===== config.mk =====
export PLATFORM = sky130hd
export DESIGN_NAME = wb_retire_monitor
export DESIGN_NICKNAME = d
export VERILOG_FILES = /design/src/rtl/wb_retire_monitor.sv
export SDC_FILE = /design/constraint.sdc
export NUM_CORES = 2
export LEC_CHECK = 0
export CELL_PAD_IN_SITES_DETAIL_PLACEMENT = 1
export CELL_PAD_IN_SITES_GLOBAL_PLACEMENT = 1
export CORE_MARGIN = 8
export CORE_UTILIZATION = 23
export DETAILED_ROUTE_END_ITERATION = 16
export GPL_TIMING_DRIVEN = 1
export HOLD_SLACK_MARGIN = 0.03
export PLACE_DENSITY = 0.41
export SLEW_MARGIN = 20
export SYNTH_ARGS = -nofsm -noshare
export SYNTH_HDL_FRONTEND = slang
export SYNTH_SLANG_ARGS = --single-unit

===== constraint.sdc =====
create_clock -name clk -period 12.7 [get_ports clk]
set_input_delay 1.905 -clock clk [delete_from_list [all_inputs] [get_ports clk]]
set_output_delay 1.905 -clock clk [all_outputs]
set_load 0.01 [all_outputs]

===== src/rtl/wb_retire_monitor.sv =====
// Writeback-stage observer: shadow integer/FP register files, retire counters and a
// timestamped show-ahead event FIFO. Define WB_MON_FP_EN to build the FP shadow/capture path.
module wb_retire_monitor #(
  parameter int DEPTH = 16,
  parameter int CNT_W = 32
) (
  input  logic             clk,
  input  logic             reset,
  input  logic             RegWriteWFinal,
  input  logic             RegFWriteWFinal,
  input  logic [4:0]       RdW,
  input  logic [31:0]      ResultW,
  output logic             ev_valid,
  input  logic             ev_ready,
  output logic [CNT_W-1:0] ev_ts,
  output logic [4:0]       ev_rd,
  output logic [31:0]      ev_data,
  output logic             ev_fp,
  output logic             ev_both,
  input  logic [4:0]       q_addr,
  output logic [31:0]      q_int,
  output logic [31:0]      q_fp,
  output logic [CNT_W-1:0] retire_cnt,
  output logic [CNT_W-1:0] drop_cnt,
  output logic             overflow
);
  localparam int AW = $clog2(DEPTH);
  localparam logic [CNT_W-1:0] cntOne = 1;
  localparam logic [AW:0]      ptrOne = 1;

  typedef struct packed {
    logic [CNT_W-1:0] ts;
    logic [4:0]       rd;
    logic [31:0]      data;
    logic             fp;
    logic             both;
  } eventT;

  logic             cap;
  logic             capFp;
  eventT            newEvent;
  eventT            headEvent;
  eventT            evMem [DEPTH];
  logic [AW:0]      wrPtr;
  logic [AW:0]      rdPtr;
  logic             empty;
  logic             full;
  logic             push;
  logic             pop;
  logic             drop;
  logic [CNT_W-1:0] cycleCnt;
  logic [31:0]      intRegs [32];

  // NOTE: every signal driven here gets a value on every path, so no latch is inferred.
  always_comb begin
`ifdef WB_MON_FP_EN
    capFp = RegFWriteWFinal & ~RegWriteWFinal;
`else
    capFp = 1'b0;
`endif
    cap      = RegWriteWFinal | capFp;
    newEvent = '{ts:   cycleCnt,
                 rd:   RdW,
                 data: ResultW,
                 fp:   capFp,
                 both: RegWriteWFinal & RegFWriteWFinal};
  end

  // Extra pointer MSB distinguishes full from empty when the index bits match.
  assign empty = (wrPtr == rdPtr);
  assign full  = (wrPtr[AW] != rdPtr[AW]) && (wrPtr[AW-1:0] == rdPtr[AW-1:0]);
  assign pop   = ~empty & ev_ready;
  assign push  = cap & (~full | pop);
  assign drop  = cap & full & ~pop;

  // NOTE: the FIFO storage is not reset; the pointers alone decide which entries are live.
  always_ff @(posedge clk) begin
    if (push) begin
      evMem[wrPtr[AW-1:0]] <= newEvent;
    end
  end

  // NOTE: sequential state uses non-blocking assignments so every flop sees pre-edge values.
  always_ff @(posedge clk) begin
    if (reset) begin
      wrPtr      <= '0;
      rdPtr      <= '0;
      cycleCnt   <= '0;
      retire_cnt <= '0;
      drop_cnt   <= '0;
      overflow   <= 1'b0;
    end else begin
      cycleCnt <= cycleCnt + cntOne;
      if (push) begin
        wrPtr <= wrPtr + ptrOne;
      end
      if (pop) begin
        rdPtr <= rdPtr + ptrOne;
      end
      if (cap) begin
        retire_cnt <= retire_cnt + cntOne;
      end
      if (drop) begin
        if (drop_cnt != '1) begin
          drop_cnt <= drop_cnt + cntOne;
        end
        overflow <= 1'b1;
      end
    end
  end

  always_comb begin
    headEvent = evMem[rdPtr[AW-1:0]];
    if (empty) begin
      headEvent = '0;
    end
  end

  assign ev_valid = ~empty;
  assign ev_ts    = headEvent.ts;
  assign ev_rd    = headEvent.rd;
  assign ev_data  = headEvent.data;
  assign ev_fp    = headEvent.fp;
  assign ev_both  = headEvent.both;

  // Shadow files are architectural state, so unlike the FIFO storage they clear on reset.
  always_ff @(posedge clk) begin
    if (reset) begin
      for (int i = 0; i < 32; i++) begin
        intRegs[i] <= '0;
      end
    end else if (RegWriteWFinal && (RdW != 5'd0)) begin
      intRegs[RdW] <= ResultW;
    end
  end

  assign q_int = (q_addr == 5'd0) ? 32'd0 : intRegs[q_addr];

`ifdef WB_MON_FP_EN
  logic [31:0] fpRegs [32];

  always_ff @(posedge clk) begin
    if (reset) begin
      for (int i = 0; i < 32; i++) begin
        fpRegs[i] <= '0;
      end
    end else if (RegFWriteWFinal) begin
      fpRegs[RdW] <= ResultW;
    end
  end

  assign q_fp = fpRegs[q_addr];
`else
  assign q_fp = '0;
`endif

endmodule


== Word level (Yosys, flattened, before mapping) ==
Memory sizes are Yosys's and may differ from the RTL's. A register that Yosys moved wholly into a read port is not among the register bits.
Index checks and enable logic that the tools add are counted.

* Bitwise operators: 9
* Equality and inequality tests: 4
* Reductions and logical operators: 6
* Multiplexer cells: 14
* Add/sub/neg operators: 5

{| class="wikitable"
|+ Operator list
! cell !! count
|-
| 32-bit by 1-bit adder with 32-bit output, second input constant || 3
|-
| 71-bit 2-to-1 mux || 1
|-
| 32-bit 2-to-1 mux || 2
|-
| 32-bit inequality test, second input constant || 1
|-
| 32-bit OR reduction || 1
|-
| 5-bit by 1-bit adder with 5-bit output, second input constant || 2
|-
| 1-bit 2-to-1 mux || 8
|-
| 4-bit 2-to-1 mux || 2
|-
| 1-bit AND || 5
|-
| 5-bit == test || 1
|-
| 5-bit logical NOT || 1
|-
| 5-bit 2-to-1 mux || 1
|-
| 5-bit nonzero test || 1
|-
| 4-bit == test || 1
|-
| 1-bit inverter || 3
|-
| 1-bit logical AND || 2
|-
| 2-bit AND reduction || 1
|-
| 1-bit inequality test || 1
|-
| 1-bit bitwise OR || 1
|}

* Memory bits (writable): 2144
* Bits of input ports: 47
* Word-level logic and storage cells: 46
* Flip-flop bits (word level): 107
* Output and inout port bits: 201
* Memories: 2

{| class="wikitable"
|+ Memory list
! memory !! words !! width !! rd ports !! clocked after Yosys merged registers in !! write ports !! RTL line !! source
|-
| evMem || 16 || 70 || 1 || 1 || 1 || 43 || <nowiki>eventT evMem [DEPTH];</nowiki>
|-
| intRegs || 32 || 32 || 1 || 0 || 32 || 52 || <nowiki>logic [31:0] intRegs [32];</nowiki>
|}

== Logic depth before layout (Yosys ltp) ==
* Depth in word-level cells: 7
* Depth in mapped cells: 8
* Gate-level depth less buffers: 6

== Worst setup path before layout ==
OpenSTA, ideal clock, no wires.

* Path type: input -> register
* From: input RegWriteWFinal
* To: memory evMem[3][0] (netlist bit), enable pin
* Setup time: 0.584 ns
* Required time: 12.116 ns
* Arrival time: 7.091 ns
* Cell stages on the path: 3
* Setup slack: 5.026 ns
* Buffers on the path: 1
* Cell sequence: buf_2 o211ai_1 nor3_1

* Word-level cells in the longest chain between the ends: 3

{| class="wikitable"
|+ Ends and longest elaborated chain
! what !! RTL line !! source
|-
| from (decl) || 9 || <nowiki>input logic RegWriteWFinal,</nowiki>
|-
| 1-bit AND || 73 || <nowiki>assign push = cap & (~full | pop);</nowiki>
|-
| 1-bit 2-to-1 mux || 78 || <nowiki>if (push) begin</nowiki>
|-
| 1-bit 2-to-1 mux (implied by the code) || 79 || <nowiki>evMem[wrPtr[AW-1:0]] <= newEvent;</nowiki>
|-
| to (decl) || 43 ||
|}

Every way passes these cells.

== Worst setup path after layout ==
* From: input q_addr[1]
* To: output q_int[25]

* Word-level cells in the longest chain between the ends: 2
* Elaborated cells on any way between the ends: 3
* Those cells by class: mux (1); reduce/logical (1); memory (1)

{| class="wikitable"
|+ Ends and longest elaborated chain
! what !! RTL line !! source
|-
| from (decl) || 20 || <nowiki>input logic [4:0] q_addr,</nowiki>
|-
| memory 32 x 32 bit or 5-bit logical NOT (tied branches) || n/a ||
|-
| 32-bit 2-to-1 mux * || 137 || <nowiki>assign q_int = (q_addr == 5'd0) ? 32'd0 : intRegs[q_addr];</nowiki>
|-
| to (decl) || 21 || <nowiki>output logic [31:0] q_int,</nowiki>
|}

Every way passes the cells marked *; elsewhere a longest branch is shown, timed or not.

==> results_dict.tcl <==
set metrics [dict create \
    postCtsSetupBuffers 0 \
    path_common_cell "mux4_2" \
    worst_skew_pair.late_latency_ns 0.90 \
    period_share_pct 59.39 \
    cts_tree "built" \
    hold_violations 0 \
    ios 248 \
    cts_resized 0 \
    skew_ns 0.05721 \
    dp_hpwl_mm 161.4 \
    syn_area_per_cell_um2 18.53 \
    grt_pass1_vias 52890 \
    synth_edf_count 2144 \
    outcome "finished, final reports clean" \
    slew_headroom_pct 23.22 \
    power.total_mw 17.97 \
    synthesis.area_um2 93900 \
    antenna_found_initial 44 \
    path_max_fanout 78 \
    die_area_um2 428900 \
    synth.most_common_cell "edfxtp_1" \
    crit_path_end_kind "output pin" \
    start_util_pct 23.11 \
    synth_top_area_share_pct 68.57 \
    final_area_um2 111000 \
    setup.worst_path.start "q_addr[1]" \
    grt_first_pass_wirelength_mm 438.7 \
    die_x_um 654.9 \
    power.share.switching_pct 24.25 \
    drt_wl_total_mm 318.9 \
    path_buf_inv 4 \
    multi_input_area_um2 25970 \
    clkPwrFrac_pct 42.5 \
    clock-sinks 2255 \
    die_y_um 654.9 \
    ys_ff_latch 2255 \
    power_density_nw_per_um2 161.8 \
    setup_tns_ns 0 \
    ant_nets 0 \
    grt_start_max_net_pins 130 \
    seq_area_frac_synth_pct 70.93 \
    rsz0062_at_grt "false" \
    crit_type "primary input to output pin" \
    ys_warn_count 0 \
    route.detailed.drc 0 \
    via_count 48020 \
    crit_arrival_ns 5.64 \
    p_leak_nw 34.91 \
    cts_hold_buf 0 \
    comb_power_share_pct 10.6 \
    whs_ns 0.4571 \
    synth_cell_types 47 \
    path_delay_family "buffers and inverters" \
    nNetsFinal 5364 \
    async_flop_share_pct 0 \
    placed_cell_area_um2 102400 \
    irDropWorstVdd_v 0.0001019 \
    first_pass_iters 5 \
    grt_usage_pct 14.57 \
    reg2reg_setup_slack_ns 8.77 \
    cap_violations 0 \
    clock_path_buffers 4 \
    setup_viol 0 \
    yosys-top-cells-count "edfxtp_1, and2_1, mux4_2" \
    viasPerCell 4.381 \
    regArea_um2 66620 \
    io_buffers 214 \
    core_um2 406400 \
    slowest_stage "o21ai_1" \
    areaGrowthSynthToFinish_pct 18.26 \
    internal-power_mw 13.61 \
    netlist_top_cells_area "edfxtp_1, mux4_2, and2_1" \
    wl_per_cell_um 29.10 \
    required_ns 10.80 \
    startpoint_type "primary input" \
    drive_above_1_share_pct 23.08 \
    power.switching_mw 4.356 \
    drt_iter0_drc 3721 \
    num_rows 234 \
    timing.rr.start "wrPtr[3]" \
    fmax_mhz 132.6 \
    synth_top_area_cell "edfxtp_1" \
    tightest_slew_ns 1.152 \
    p_seq_share_pct 46.9 \
    min_period_ns 7.542 \
    synth_cells 5067 \
    gp_congestion 0.6915 \
    nFillCells 42110 \
    slew_violations 0 \
    hp-start "overflow" \
    cts_buffers 283 \
    cts_root_buffer "clkbuf_16" \
    critPathMaxStageDelay_ns 0.82 \
    htree_levels 5 \
    gr-total-overflow 0 \
    crit_chain "buf_8 -> buf_4 -> mux4_2 -> mux4_2 -> inv_1 -> o21ai_1 -> clkdlybuf4s50_1" \
    ys.flop_type "edfxtp_1" \
    min_path_type "register to register" \
    clkTransAtPathRegs_ns 0.04 \
]
==> worst min-delay path: stages, from the launching register on <==
cell and delay (ns):
dfxtp_1 0.31, inv_1 0.05, a21oi_1 0.05
==> final cells by class <==
| cell class | instances | area share (%) |
|---|---|---|
| sequential | 2255 | 60.00 |
| multi-input combinational | 2402 | 23.38 |
| clock buffer | 381 | 6.869 |
| tap | 5428 | 6.116 |
| timing repair buffer | 319 | 2.573 |
| clock inverter | 110 | 0.8598 |
| inverter | 48 | 0.1623 |
| antenna | 17 | 0.03831 |
==> stage by stage <==
stage | worst slack [ns] | utilization, % | cells
after floorplan | 5.026 | - | 5131
after global placement | 5.160 | 25.20 | 10450
after detailed placement | 5.126 | 25.20 | 10450
after CTS | 5.111 | 27.31 | 10940
after global routing | 5.084 | 27.32 | 10950
final | 5.158 | 27.32 | 10960
==> metal layers <==
layer  up-vias  part of all wire [%]  global-route usage, %
met1     26530                    42                  18.34
li1      20120                     -                      -
met4         4                   2.5                  3.725
met3       399                   3.8                  2.103
met5         -                0.0075                      0
met2       967                    51                  26.18
==> state kept, by name, indices dropped and copies added, names as in the netlist, named ones only <==
signal      flops
cycleCnt       32
drop_cnt       32
evMem        1120
intRegs      1024
overflow        1
rdPtr           5
retire_cnt     32
wrPtr           5
==> power groups by stage <==
stage          clock network [mW]  logic, mW  registers, mW
2_1_floorplan                   0       1.13           8.54
3_3_place_gp                    0       1.98           8.59
3_5_place_dp                    0       1.98           8.59
4_1_cts                      7.90       1.99           8.44
5_1_grt                      8.12       2.04           8.45
6_report                     7.63       1.90           8.43
==> kinds of logic (layout without fill, tap and decap cells) <==
group	after synthesis	in the layout	synth area share (%)
muxes	683	683	16.22
buffers and inverters	474	858	2.097
adders and majority gates	8	8	0.1066
and+or+nand+nor	1472	1472	9.368
other	1	82	0.003994
DFF	2255	2255	70.93
xor gates and xnor gates	59	59	0.5503
AOI/OAI and AO/OA	115	115	0.7169
==> worst paths after layout <==
check | cells after the start | end
max | 7 | q_int[25]
min | 2 | overflow
max reg2reg | 6 | evMem[1][34]
min reg2reg | 2 | overflow
==> cell usage in the layout (no fill, tap or decap), types with 18 or more instances in the layout <==
| cell type | count |
|---|---|
| a21oi_1 | 36 |
| and2_1 | 1000 |
| and3_1 | 18 |
| buf_2 | 32 |
| buf_4 | 101 |
| clkbuf_1 | 87 |
| clkbuf_16 | 289 |
| clkdlybuf4s50_1 | 176 |
| clkinv_1 | 51 |
| clkinv_2 | 24 |
| conb_1 | 65 |
| dfxtp_1 | 107 |
| edfxtp_1 | 2144 |
| inv_1 | 48 |
| mux4_2 | 670 |
| nand2_1 | 60 |
| nand3_1 | 38 |
| nand4_1 | 20 |
| nor2_1 | 83 |
| nor2_4 | 33 |
| nor2b_1 | 85 |
| o21ai_0 | 46 |
| or2_4 | 24 |
| or3_1 | 20 |
| xnor2_1 | 26 |
| xor2_1 | 33 |
(Power assumes the default switching activity.)
